$ cat config.mk
export PLATFORM = sky130hd
export DESIGN_NAME = fpu_op_sequencer
export DESIGN_NICKNAME = d
export VERILOG_FILES = /design/src/rtl/fpu_op_sequencer.sv
export SDC_FILE = /design/constraint.sdc
export NUM_CORES = 1
export LEC_CHECK = 0
export CAP_MARGIN = 20
export CORE_AREA = 2 2 97 99
export CTS_BUF_LIST = sky130_fd_sc_hd__clkbuf_8
export CTS_CLUSTER_SIZE = 40
export DETAILED_ROUTE_END_ITERATION = 8
export DIE_AREA = 0 0 99 101
export DONT_BUFFER_PORTS = 1
export PLACE_DENSITY = 0.74
export REMOVE_ABC_BUFFERS = 1
export SLEW_MARGIN = 5
export SYNTH_ARGS = -nofsm -noshare
export SYNTH_HDL_FRONTEND = slang
export SYNTH_SLANG_ARGS = --single-unit
$ cat constraint.sdc
create_clock -name i_clk -period 7.5 [get_ports i_clk]
set_clock_uncertainty 0.1 [all_clocks]
set_input_delay 1.5 -clock i_clk [delete_from_list [all_inputs] [get_ports i_clk]]
set_output_delay 1.5 -clock i_clk [all_outputs]
set_load 0.05 [all_outputs]
$ cat src/rtl/fpu_op_sequencer.sv
// Issue/writeback sequencer for the combinational FP coprocessor.
// Accepts one FP op at a time from decode and registers its operands and opcode onto the FPU
// inputs. After LATENCY cycles it captures the FPU result and offers it to the FP register-file
// writeback port. It also reports when a decode read register matches the in-flight destination.
//
// Ports:
//   i_clk, i_reset          clock (rising edge), asynchronous active-high reset
//   i_req_*, o_req_ready    op request handshake: opcode, operands, destination register
//   i_flush                 discard any op that has not yet reached writeback
//   o_fpu_data1/2, o_fpu_op registered FPU inputs; i_fpu_res is the FPU result
//   o_wb_*, i_wb_ready      writeback handshake: result and destination register
//   i_chk_reg, o_chk_hazard hazard query from decode
//   o_busy, o_op_count      sequencer not idle; count of completed writebacks (wraps)
module fpu_op_sequencer #(
  parameter int unsigned LATENCY = 2,
  parameter int unsigned CNT_W   = 16
) (
  input  logic             i_clk,
  input  logic             i_reset,
  input  logic             i_req_valid,
  output logic             o_req_ready,
  input  logic [2:0]       i_req_op,
  input  logic [31:0]      i_req_a,
  input  logic [31:0]      i_req_b,
  input  logic [4:0]       i_req_fd,
  input  logic             i_flush,
  output logic [31:0]      o_fpu_data1,
  output logic [31:0]      o_fpu_data2,
  output logic [2:0]       o_fpu_op,
  input  logic [31:0]      i_fpu_res,
  output logic             o_wb_valid,
  input  logic             i_wb_ready,
  output logic [31:0]      o_wb_data,
  output logic [4:0]       o_wb_fd,
  input  logic [4:0]       i_chk_reg,
  output logic             o_chk_hazard,
  output logic             o_busy,
  output logic [CNT_W-1:0] o_op_count
);

  typedef enum logic [1:0] {StIdle, StExec, StWb} state_t;

  localparam logic [3:0] WaitInit = 4'(LATENCY - 1);

  state_t           r_state;
  logic [3:0]       r_wait;
  logic [4:0]       r_pend_fd;
  logic [31:0]      r_fpu_data1;
  logic [31:0]      r_fpu_data2;
  logic [2:0]       r_fpu_op;
  logic             r_wb_valid;
  logic [31:0]      r_wb_data;
  logic [4:0]       r_wb_fd;
  logic [CNT_W-1:0] r_op_count;

  logic w_req_ready;
  logic w_accept;

  // A new op may enter from IDLE, or from WB in the same cycle the current result retires.
  always_comb begin
    w_req_ready = 1'b0;
    if (!i_flush) begin
      w_req_ready = (r_state == StIdle) || ((r_state == StWb) && i_wb_ready);
    end
  end

  assign w_accept = i_req_valid && w_req_ready;

  always_ff @(posedge i_clk or posedge i_reset) begin
    if (i_reset) begin
      r_state     <= StIdle;
      r_wait      <= 4'd0;
      r_pend_fd   <= 5'd0;
      r_fpu_data1 <= 32'd0;
      r_fpu_data2 <= 32'd0;
      r_fpu_op    <= 3'd0;
      r_wb_valid  <= 1'b0;
      r_wb_data   <= 32'd0;
      r_wb_fd     <= 5'd0;
      r_op_count  <= '0;
    end else begin
      unique case (r_state)
        StIdle: begin
          if (w_accept) begin
            r_state <= StExec;
          end
        end
        StExec: begin
          if (i_flush) begin
            r_state <= StIdle;
          end else if (r_wait == 4'd0) begin
            r_wb_data  <= i_fpu_res;
            r_wb_fd    <= r_pend_fd;
            r_wb_valid <= 1'b1;
            r_state    <= StWb;
          end else begin
            r_wait <= r_wait - 4'd1;
          end
        end
        StWb: begin
          // Flush does not cancel a result that already reached writeback.
          if (i_wb_ready) begin
            r_wb_valid <= 1'b0;
            r_op_count <= r_op_count + {{(CNT_W-1){1'b0}}, 1'b1};
            r_state    <= w_accept ? StExec : StIdle;
          end
        end
        default: r_state <= StIdle;
      endcase

      // Operand capture shared by the IDLE and back-to-back WB acceptance paths.
      if (w_accept) begin
        r_fpu_data1 <= i_req_a;
        r_fpu_data2 <= i_req_b;
        r_fpu_op    <= i_req_op;
        r_pend_fd   <= i_req_fd;
        r_wait      <= WaitInit;
      end
    end
  end

  assign o_req_ready  = w_req_ready;
  assign o_fpu_data1  = r_fpu_data1;
  assign o_fpu_data2  = r_fpu_data2;
  assign o_fpu_op     = r_fpu_op;
  assign o_wb_valid   = r_wb_valid;
  assign o_wb_data    = r_wb_data;
  assign o_wb_fd      = r_wb_fd;
  assign o_busy       = (r_state != StIdle);
  assign o_chk_hazard = o_busy && (i_chk_reg == r_pend_fd);
  assign o_op_count   = r_op_count;

endmodule

* Word level (Yosys, flattened, before mapping)
Cells that the tools add are included.
** Storage, ports and cells
- Bits of input ports :: 114
- Logic and storage cells :: 52
- Register bits :: 132
- Output and inout bits :: 124
** Operators by class
- Reductions and logical operators :: 14
- Muxes and demuxes :: 15
- Equality and inequality tests :: 10
- Bitwise operators :: 1
- $add $sub $neg :: 2
** Operator list (number)
- 16-bit by 1-bit adder with 16-bit output, second input constant :: 1
- 4-bit 2-to-1 mux :: 4
- 2-bit != test, second input constant :: 5
- 3-bit AND reduction :: 3
- 2-bit 2-to-1 mux :: 4
- 2-bit one-hot mux with 3 select lines :: 1
- 2-bit nonzero test :: 3
- 5-bit equality test :: 1
- 1-bit 2-to-1 mux :: 5
- 4-bit zero test :: 1
- 4-bit AND reduction :: 1
- 4-bit by 1-bit subtractor with 4-bit output, second input constant :: 1
- 1-bit logical AND :: 3
- 3-bit != test, second input constant :: 1
- 2-bit by 1-bit equality test with 1-bit output, second input constant :: 1
- 2-bit equality test, second input constant :: 1
- 2-bit zero test :: 1
- 2-bit by 1-bit != test with 1-bit output, second input constant :: 1
- 1-bit one-hot mux with 2 select lines :: 1
- 2-bit AND reduction :: 1
- 1-bit logical OR :: 1
- 1-bit NOT :: 1

* Longest topological paths before layout
- Depth in word-level cells :: 8
- Mapped depth :: 6
- Gate-level depth less buffers :: 6

* Least setup slack after synthesis
Ideal clock, no wire load.
- Path kind :: input to output
- From :: in i_chk_reg[1]
- To :: out o_chk_hazard
- Buffers on the path :: 0
- Stages on the path :: 3
- Setup slack :: 3.560 ns
- Arrival time :: 2.340 ns
- Required time :: 5.900 ns
- Cells stage by stage :: xor2_1 -> nor4_1 -> and3_1
** On the way
- Word-level cells in the longest chain between the ends :: 2
** RTL lines
- from (decl) :: RTL line 35 : input logic [4:0] i_chk_reg,
- 5-bit equality test :: RTL line 130 : assign o_chk_hazard = o_busy && (i_chk_reg == r_pend_fd);
- 1-bit logical AND :: RTL line 130
- to (decl) :: RTL line 36 : output logic o_chk_hazard,
Every way passes these cells.

* Final worst setup path
Ends and elaborated chain as after synthesis.

==> flow_summary.toml <==
[timing]
worst_slew_pin_slew_ps = 972
finalSetupViolCount = 0
slew_headroom_pct = 35.2
fin_setup_tns_ps = 0
max_freq_mhz = 240
fin_crit_sh_pct = 55.6
hold_viol = 0
maxSlewViolCount = 0
layout_setup_ws_ps = 3330
min_period_ps = 4170
rsz0062_at_grt = "false"

[drt]
ant_nets = 0
firstDrtPassIters = 4
vias = 2714
wire_per_inst_um = 21.3
drc = 0
drt_iter0_drc = 91
drt_wl_total_um = 10000
avgViaCountPerCell = 5.77

[yosys]
netlist_instances = 338
synth_area_leaders = "dfrtp_1 (63%), mux2_2 (20%), mux2_4 (2.3%), mux2_1 (2.1%), xnor2_1 (2.0%)"
yosysTopAreaCellShare_pct = 63.0
ys_warn_count = 0
synth_xor_area_share_pct = 3.84
yosys.area_share.simple_pct = 5.53
syn_avg_cell_area_um2 = 15.5
synth_top_area_cell = "dfrtp_1"
yosysSeqAreaShare_pct = 63.0
muxShareOfSynthArea_pct = 24.0
netlist_area_um2 = 5250
synthAdderAreaFrac_pct = 0.715
synth_compound_area_share_pct = 0.549
synth_top_family_by_area = "multiplexers"
ys_ff_latch = 132
synth_cell_types = 31

[grt]
grt-ovfl-total = 0
grt_pass1_vias = 2818
grt_antenna_before_repair = 0
grt_max_degree = 75
grt_pass1_wl_um = 15000
grt_usage_pct = 19.8

[critical_path]
arrival_ps = 2570
crit_end = "o_chk_hazard"
r2r.worst_path.cells = 4
regToRegSetupSlack_ps = 4800
timing.rr.end = "o_fpu_data2[5]"
worstPathRequired_ps = 5900
timing.rr.start = "r_state[1]"
criticalPathCategory = "in -> out"
critPathMaxFanout = 1
startpoint_type = "input pin"
crit_start = "i_chk_reg[1]"
critPathCaptureType = "output pin"

[finish]
area_growth_pct = 9.99
diodes = 0
fin_nets = 464
fillerInstances = 666
finalCoreUtilization_pct = 64.3
layout-drive-gt1-share_pct = 39.3

[floorplanning]
initial_core_util_pct = 58.4
rows = 35
die_y_um = 101
ios = 238
core_um2 = 8980
dieArea_um2 = 10000
die_w_um = 99

[clocking]
root_buffer = "clkbuf_8"
htree_levels = 4
clk_path_buf_depth = 2
cts.sinks = 132
cts_resized = 0
clock_latency_ps = 420
cts_tree = "yes"
post_cts_buffers = 0
numCtsBuffers = 17
cts_hold_buf = 0
clk_pin_slew_ps = 70

[placed_design]
place_congestion = 0.809
place_ws_ps = 3340
io_buffers = 0
dp_hpwl_um = 7050

[pwr]
p_leak_nw = 2.61
peakVddDrop_mv = 0.281
power_density_nw_per_um2 = 529

[min_path]
hold_class = "reg -> reg"
min_from = "r_pend_fd[0]"

[run_status]
status = "finished clean"

[flow_run]
cap_violations = 0
## through the flow
step	std cells	power [mW]	hold WS [ps]	cell area, um2
floorplan	326	2.28	410	5130
global placement	438	2.38	432	5290
detailed placement	438	2.40	440	5290
CTS	469	3.08	450	5750
global route	470	3.16	475	5770
finish	470	3.05	451	5770
## synth_stat cells
master	count
nand3_2	1
or3b_2	1
nor3_1	3
nor4_1	2
mux2_2	91
a221oi_1	1
nor2_1	5
buf_2	3
mux2_4	8
and3b_1	1
nor2b_4	1
buf_4	1
nor3_4	1
nand3_1	7
o21ai_0	1
buf_6	8
xnor2_1	12
mux2_1	10
xor2_1	11
inv_1	4
nor3b_4	1
nand2b_1	1
dfrtp_1	132
nand4_1	3
ha_1	3
nand2_1	15
nand3b_1	1
a21oi_1	3
and3_1	4
or2_2	2
and2_1	1
## worst min-delay path by stage
stage / to / slack (ps) / cells past startpoint
3_5_place_dp: r_wait[0] / 440 / 2
6_report: o_wb_fd[0] / 450 / 1
5_1_grt: o_wb_fd[0] / 480 / 1
2_1_floorplan: r_wait[0] / 410 / 2
3_3_place_gp: o_wb_fd[0] / 430 / 1
4_1_cts: o_wb_fd[0] / 450 / 1
## routing by layer
metal	part of all wire, %	track usage (%)
met3	8.4	8.60
met5	0	0
met4	2.6	9.59
met2	52	31.8
met1	37	23.0
## power by group
group	leakage, nW	internal, mW	switching (mW)	total, mW
Sequential	1.61	0.951	1.05	2.00
Clock	0.223	0.399	0.276	0.675
Combinational	0.778	0.236	0.142	0.378
## area by class of cell
| cell class | count | area (um2) | area share (%) |
|---|---|---|---|
| Timing Repair Buffer | 2 | 27.5 | 0.477 |
| Sequential cell | 132 | 3300 | 57.2 |
| Inverter | 4 | 17.5 | 0.304 |
| Clock inverter | 14 | 226 | 3.92 |
| Multi-Input combinational cell | 190 | 1820 | 31.6 |
| Tap cell | 111 | 139 | 2.41 |
| Clock buffer | 17 | 234 | 4.05 |
## cells in the final DEF (no fill, tap or decap), types with 4 or more instances in the layout
cell	netlist	final
dfrtp_1	132	132
mux2_2	91	91
clkbuf_8	0	17
nand2_1	15	14
xnor2_1	12	12
xor2_1	11	11
mux2_1	10	10
mux2_4	8	8
nand3_1	7	7
nor2_1	5	5
bufinv_16	0	5
and3_1	4	4
clkinv_4	0	4
## sequential cells by signal, indices dropped and copies added, names as in the netlist
| register | flops |
|---|---|
| r_pend_fd | 5 |
| o_op_count | 16 |
| o_fpu_op | 3 |
| o_wb_data | 32 |
| o_fpu_data2 | 32 |
| o_fpu_data1 | 32 |
| o_wb_fd | 5 |
| r_wait | 4 |
| r_state | 2 |
| o_wb_valid | 1 |
## kinds of logic after synthesis
kind of cell,Yosys count
flops,132
mux,109
fa+ha+maj,3
xor+xnor,23
simple gates,50
buf+inv,16
compound gates,5
## worst max-delay path: stages
cell and delay (ps):
xor2_1 130, nor4_1 370, and3_1 560
Power figures use the tool's default switching activity.
